==> config.mk <==
export PLATFORM = sky130hd
export DESIGN_NAME = gpi_rx_conditioner_flat
export DESIGN_NICKNAME = d
export VERILOG_FILES = /design/src/rtl/gpi_rx_conditioner_if.sv /design/src/rtl/gpi_rx_conditioner.sv /design/src/flat_wrapper.sv
export SDC_FILE = /design/constraint.sdc
export NUM_CORES = 1
export LEC_CHECK = 0
export CAP_MARGIN = 15
export CORE_UTILIZATION = 45
export DETAILED_ROUTE_END_ITERATION = 10
export PLACE_DENSITY = 0.79
export REMOVE_ABC_BUFFERS = 1
export SYNTH_ARGS = -nofsm -noshare
export SYNTH_HDL_FRONTEND = slang
export SYNTH_SLANG_ARGS = --single-unit
==> constraint.sdc <==
create_clock -name clk -period 2.25 [get_ports clk]
set_input_delay 0.225 -clock clk [delete_from_list [all_inputs] [get_ports clk]]
set_output_delay 0.225 -clock clk [all_outputs]
set_load 0.02 [all_outputs]
==> src/rtl/gpi_rx_conditioner_if.sv <==
// gpi_rx_conditioner_if: pad, config and event signals of the GPI receive conditioner
interface gpi_rx_conditioner_if #(parameter int CNT_W = 8);
   logic             pad_di;
   logic             pad_ie;
   logic             pad_pu;
   logic             pad_pd;
   logic             cfg_en;
   logic [1:0]       cfg_pull;
   logic [CNT_W-1:0] cfg_db_len;
   logic [1:0]       cfg_edge_sel;
   logic             irq_clr;
   logic             data_o;
   logic             rise_o;
   logic             fall_o;
   logic             irq_o;
   modport slave (
      input  pad_di, cfg_en, cfg_pull, cfg_db_len, cfg_edge_sel, irq_clr,
      output pad_ie, pad_pu, pad_pd, data_o, rise_o, fall_o, irq_o
   );
   modport master (
      output pad_di, cfg_en, cfg_pull, cfg_db_len, cfg_edge_sel, irq_clr,
      input  pad_ie, pad_pu, pad_pd, data_o, rise_o, fall_o, irq_o
   );
endinterface

==> src/rtl/gpi_rx_conditioner.sv <==
// gpi_rx_conditioner: GPI pad control, input synchronizer, stable-count debounce, edge detect and sticky irq
module gpi_rx_conditioner #(
   parameter int SYNC_STAGES = 2,
   parameter int CNT_W       = 8
) (
   input logic                  clk,
   input logic                  rst,
   gpi_rx_conditioner_if.slave  bus
);
   localparam logic [1:0] OFF      = 2'd0;
   localparam logic [1:0] SETTLE   = 2'd1;
   localparam logic [1:0] STABLE   = 2'd2;
   localparam logic [1:0] DEBOUNCE = 2'd3;

   logic [SYNC_STAGES-1:0] r_sync;
   logic [1:0]             r_state;
   logic [CNT_W-1:0]       r_cnt;
   logic                   r_ie, r_pu, r_pd, r_data, r_rise, r_fall, r_irq;
   logic                   w_s, w_commit;

   assign w_s = r_sync[SYNC_STAGES-1];
   // a change commits once s has differed from data_o for cfg_db_len+1 samples
   assign w_commit = bus.cfg_en & (w_s ^ r_data) &
                     (((r_state == STABLE) & (bus.cfg_db_len == '0)) |
                      ((r_state == DEBOUNCE) & (r_cnt >= bus.cfg_db_len)));

   always_ff @(posedge clk or posedge rst) begin
      if (rst) begin
         r_sync  <= '0;
         r_state <= OFF;
         r_cnt   <= '0;
         r_ie    <= 1'b0;
         r_pu    <= 1'b0;
         r_pd    <= 1'b0;
         r_data  <= 1'b0;
         r_rise  <= 1'b0;
         r_fall  <= 1'b0;
         r_irq   <= 1'b0;
      end else begin
         r_sync <= {r_sync[SYNC_STAGES-2:0], bus.pad_di};
         r_ie   <= bus.cfg_en;
         r_pu   <= bus.cfg_en & (bus.cfg_pull == 2'b01);
         r_pd   <= bus.cfg_en & (bus.cfg_pull == 2'b10);
         r_rise <= w_commit & w_s;
         r_fall <= w_commit & ~w_s;
         r_irq  <= (r_rise & bus.cfg_edge_sel[0]) | (r_fall & bus.cfg_edge_sel[1]) | (r_irq & ~bus.irq_clr);
         if (!bus.cfg_en) begin
            r_state <= OFF;
            r_cnt   <= '0;
            r_data  <= 1'b0;
         end else if (w_commit) begin
            r_state <= STABLE;
            r_data  <= w_s;
         end else if (r_state == OFF) begin
            r_state <= SETTLE;
            r_cnt   <= '0;
         end else if (r_state == SETTLE) begin
            if (r_cnt == CNT_W'(SYNC_STAGES)) begin
               r_state <= STABLE;
               r_data  <= w_s;
            end else
               r_cnt <= r_cnt + 1'b1;
         end else if (r_state == STABLE) begin
            if (w_s != r_data) begin
               r_state <= DEBOUNCE;
               r_cnt   <= CNT_W'(1);
            end
         end else begin
            if (w_s == r_data)
               r_state <= STABLE;
            else
               r_cnt <= r_cnt + 1'b1;
         end
      end
   end

   assign bus.pad_ie = r_ie;
   assign bus.pad_pu = r_pu;
   assign bus.pad_pd = r_pd;
   assign bus.data_o = r_data;
   assign bus.rise_o = r_rise;
   assign bus.fall_o = r_fall;
   assign bus.irq_o  = r_irq;
endmodule

==> src/flat_wrapper.sv <==
// flat-port wrapper written by rule: the top's interface ports become plain ports
module gpi_rx_conditioner_flat 
#(
   parameter int SYNC_STAGES = 2,
   parameter int CNT_W       = 8
)
  (clk, rst, bus_pad_di, bus_cfg_en, bus_cfg_pull, bus_cfg_db_len, bus_cfg_edge_sel, bus_irq_clr, bus_pad_ie, bus_pad_pu, bus_pad_pd, bus_data_o, bus_rise_o, bus_fall_o, bus_irq_o);
  gpi_rx_conditioner_if #(.CNT_W(CNT_W)) bus_i ();
  input logic clk;
  input logic rst;
  input wire logic [$bits(bus_i.pad_di)-1:0] bus_pad_di;
  input wire logic [$bits(bus_i.cfg_en)-1:0] bus_cfg_en;
  input wire logic [$bits(bus_i.cfg_pull)-1:0] bus_cfg_pull;
  input wire logic [$bits(bus_i.cfg_db_len)-1:0] bus_cfg_db_len;
  input wire logic [$bits(bus_i.cfg_edge_sel)-1:0] bus_cfg_edge_sel;
  input wire logic [$bits(bus_i.irq_clr)-1:0] bus_irq_clr;
  output wire logic [$bits(bus_i.pad_ie)-1:0] bus_pad_ie;
  output wire logic [$bits(bus_i.pad_pu)-1:0] bus_pad_pu;
  output wire logic [$bits(bus_i.pad_pd)-1:0] bus_pad_pd;
  output wire logic [$bits(bus_i.data_o)-1:0] bus_data_o;
  output wire logic [$bits(bus_i.rise_o)-1:0] bus_rise_o;
  output wire logic [$bits(bus_i.fall_o)-1:0] bus_fall_o;
  output wire logic [$bits(bus_i.irq_o)-1:0] bus_irq_o;
  assign bus_i.pad_di = bus_pad_di;
  assign bus_i.cfg_en = bus_cfg_en;
  assign bus_i.cfg_pull = bus_cfg_pull;
  assign bus_i.cfg_db_len = bus_cfg_db_len;
  assign bus_i.cfg_edge_sel = bus_cfg_edge_sel;
  assign bus_i.irq_clr = bus_irq_clr;
  assign bus_pad_ie = bus_i.pad_ie;
  assign bus_pad_pu = bus_i.pad_pu;
  assign bus_pad_pd = bus_i.pad_pd;
  assign bus_data_o = bus_i.data_o;
  assign bus_rise_o = bus_i.rise_o;
  assign bus_fall_o = bus_i.fall_o;
  assign bus_irq_o = bus_i.irq_o;
  gpi_rx_conditioner #(.SYNC_STAGES(SYNC_STAGES), .CNT_W(CNT_W)) u_core (.clk(clk), .rst(rst), .bus(bus_i));
endmodule
==> flow_metrics.tcl <==
set metrics [dict create \
    drt_iter0_drc 37 \
    rr_worst_depth 7 \
    post-route-period-util_pct 95.5 \
    async_flop_share_pct 100 \
    fin_tns_setup_ps 0 \
    ir_drop_v 0.000455 \
    rrSetupSlack_ps 100 \
    yosysUniqueCellTypes 38 \
    synthTopCellsByArea "dfrtp_1 (41%), ha_1 (11%), nor2_1 (4.5%)" \
    synth_seq_cells 19 \
    hold_path_class "in2async" \
    crit_type "reg2reg" \
    seq_area_frac_synth_pct 40.5 \
    setup_viol 0 \
    slew_viol_final 0 \
    synthAdderAreaFrac_pct 10.7 \
    crit_family "simple AND/OR/NAND/NOR gates" \
    io_buffers 23 \
    io_pins 24 \
    clock-sinks 19 \
    die_w_microns 53.1 \
    reg2reg_from "u_core.r_cnt[0]" \
    rsz0062_at_grt "no" \
    finalCriticalPeriod_ps 2150 \
    num_rows 18 \
    gr-total-overflow 0 \
    finClkSkew_ps 10.1 \
    core_sq_um 2480 \
    drt_first_pass_iters 4 \
    antenna_found_initial 0 \
    postSynthCellCount 116 \
    h-tree-depth 1 \
    postRouteAntennaNets 0 \
    wl_per_cell_microns 14.1 \
    clockBufferDepth 2 \
    ys_warn_count 0 \
    r2r_end "u_core.r_cnt[1]" \
    fin_cells 176 \
    slowest_delay_ps 500 \
    die_h_microns 53.1 \
    grt_max_degree 20 \
    synth_top_cell_area_share_pct 40.5 \
    grt_pass1_wl_microns 4340 \
    syn_area_per_cell_sq_um 10.1 \
    grt_pass1_vias 966 \
    syn_to_final_growth_pct 27.9 \
    via_count 978 \
    synth.area.mux_share_pct 1.81 \
    clkTransAtPathRegs_ps 110 \
    end_kind "flop" \
    post_drt_via_cell_ratio 5.56 \
    layout-drive-gt1-share_pct 12.3 \
    clk_latency_ps 300 \
    startpoint "u_core.r_cnt[0]" \
    worstMarginPinSlew_ps 703 \
    crit_arrival_ps 2340 \
    cellPowerDensity_nw_per_um2 444 \
    drt-total-wl_microns 2480 \
    synth_area_leader_cell "dfrtp_1" \
    crit_path_top_delay_cell "or4b_4" \
    start_util_pct 47.4 \
    critPathMostFrequentCell "o21ai_2" \
    gp_congestion 0.867 \
    cts_made_buffers 3 \
    dp_hpwl_microns 1960 \
    synth_compound_area_share_pct 19.7 \
    synth_xor_area_share_pct 0.746 \
    synth_top_family_by_area "simple AND/OR/NAND/NOR gates" \
    finalHoldViolCount 0 \
    maxSlewHeadroom_pct 53.1 \
    cts-root-buf "clkbuf_4" \
    synth-main-ff-cell "dfrtp_1" \
    crit_chain "inv_1 -> ha_1 -> or4b_4 -> nor3_4 -> o21ai_2 -> o21ai_2 -> mux2_1" \
    yosys.area_share.simple_pct 22.1 \
    drv_cap 0 \
    synth_commonest_cells "dfrtp_1 (19), nor2_1 (14), inv_1 (11)" \
    dieArea_sq_um 2820 \
    status "complete, no violations" \
    nNetsFinal 174 \
    postCtsHoldBufs 0 \
    syn_area_sq_um 1170 \
    placed_cells 172 \
    cp_data_required_time_ps 2440 \
    cp_max_fo 8 \
    diodes 0 \
    drc 0 \
    synth_edf_count 0 \
    cts_tree "built" \
    track_usage_pct 21.0 \
    synth.most_common_cell "dfrtp_1" \
    p_leak_uw 0.000687 \
    startpoint_type "flop" \
    fmax_mhz 466 \
    crit_buf_inv 1 \
    post-route-util_pct 60.6 \
]
[area by class of cell]
cell class / count / area, sq um
Fill cell: 223 / 976
Multi-Input combinational cell: 84 / 649
Sequential cell: 19 / 475
Timing Repair Buffer: 28 / 272
Inverter: 11 / 41.3
Tap cell: 30 / 37.5
Clock buffer: 4 / 26.3
[registers in the layout, indices dropped and copies added, names as in the netlist]
name	cells
u_core.bus.data_o	1
u_core.bus.pad_pd	1
u_core.bus.irq_o	1
u_core.bus.fall_o	1
u_core.r_cnt	8
u_core.r_state	2
u_core.bus.rise_o	1
u_core.bus.pad_pu	1
u_core.r_sync	2
u_core.bus.pad_ie	1
[what timing repair did]
item | in CTS | in global routing
setup endpoints to repair | 0 | 3
gates resized for setup | 0 | 2
setup buffers | 0 | 0
[cell families after synthesis]
kind of cell / after synthesis
AO/OA/AOI/OAI: 27
XOR/XNOR: 1
buffers and inverters: 13
adder cells (fa/ha/maj): 10
multiplexers: 2
AND/OR/NAND/NOR: 44
flip-flops: 19
[power by group]
| part | switching, uW | leakage [uW] | internal [uW] | total, uW |
|---|---|---|---|---|
| clock | 106 | 0.0000150 | 69.2 | 175 |
| combinational | 62.5 | 0.000418 | 67.1 | 130 |
| sequential | 9.43 | 0.000254 | 353 | 362 |
[routing by layer]
layer / GRT usage (%) / routed length (microns) / vias up
met4: 2.19 / 9 / 0
met1: 29.0 / 1140 / 464
li1: - / - / 485
met3: 3.45 / 131 / 2
met5: 0 / 0 / -
met2: 35.2 / 1200 / 27
[through the flow]
| step | power (uW) | instance area [sq um] | setup WS, ps | hold WS (ps) |
|---|---|---|---|---|
| 2_1_floorplan | 433 | 1160 | 164 | 176 |
| 5_1_grt | 707 | 1500 | 12.8 | 352 |
| 3_5_place_dp | 498 | 1470 | -139 | 337 |
| 6_report | 667 | 1500 | 102 | 316 |
| 3_3_place_gp | 493 | 1470 | -119 | 333 |
| 4_1_cts | 672 | 1490 | 54.3 | 349 |
[cell usage in the layout, fill, tap and decap left out, types with 2 or more instances in the layout]
cell and instances:
a22o_1 6, and3_1 2, buf_4 4, clkbuf_4 3, clkdlybuf4s50_1 23, dfrtp_1 19, ha_1 10, inv_1 11
nand2_1 7, nand3_1 4, nor2_1 14, nor2b_1 3, o211ai_1 4, o21ai_0 3, o21ai_1 2, o21ai_2 2
o221ai_1 4
[worst max path at each step]
stage / end / slack, ps / cells after the start
after floorplan: u_core.r_cnt[1] / 160 / 7
after global placement: u_core.r_cnt[4] / -120 / 9
after detailed placement: u_core.r_cnt[2] / -140 / 9
after CTS: u_core.r_cnt[1] / 50 / 7
after global routing: u_core.r_cnt[2] / 10 / 8
final: u_core.r_cnt[1] / 100 / 7
Power figures use the tool's default switching activity.
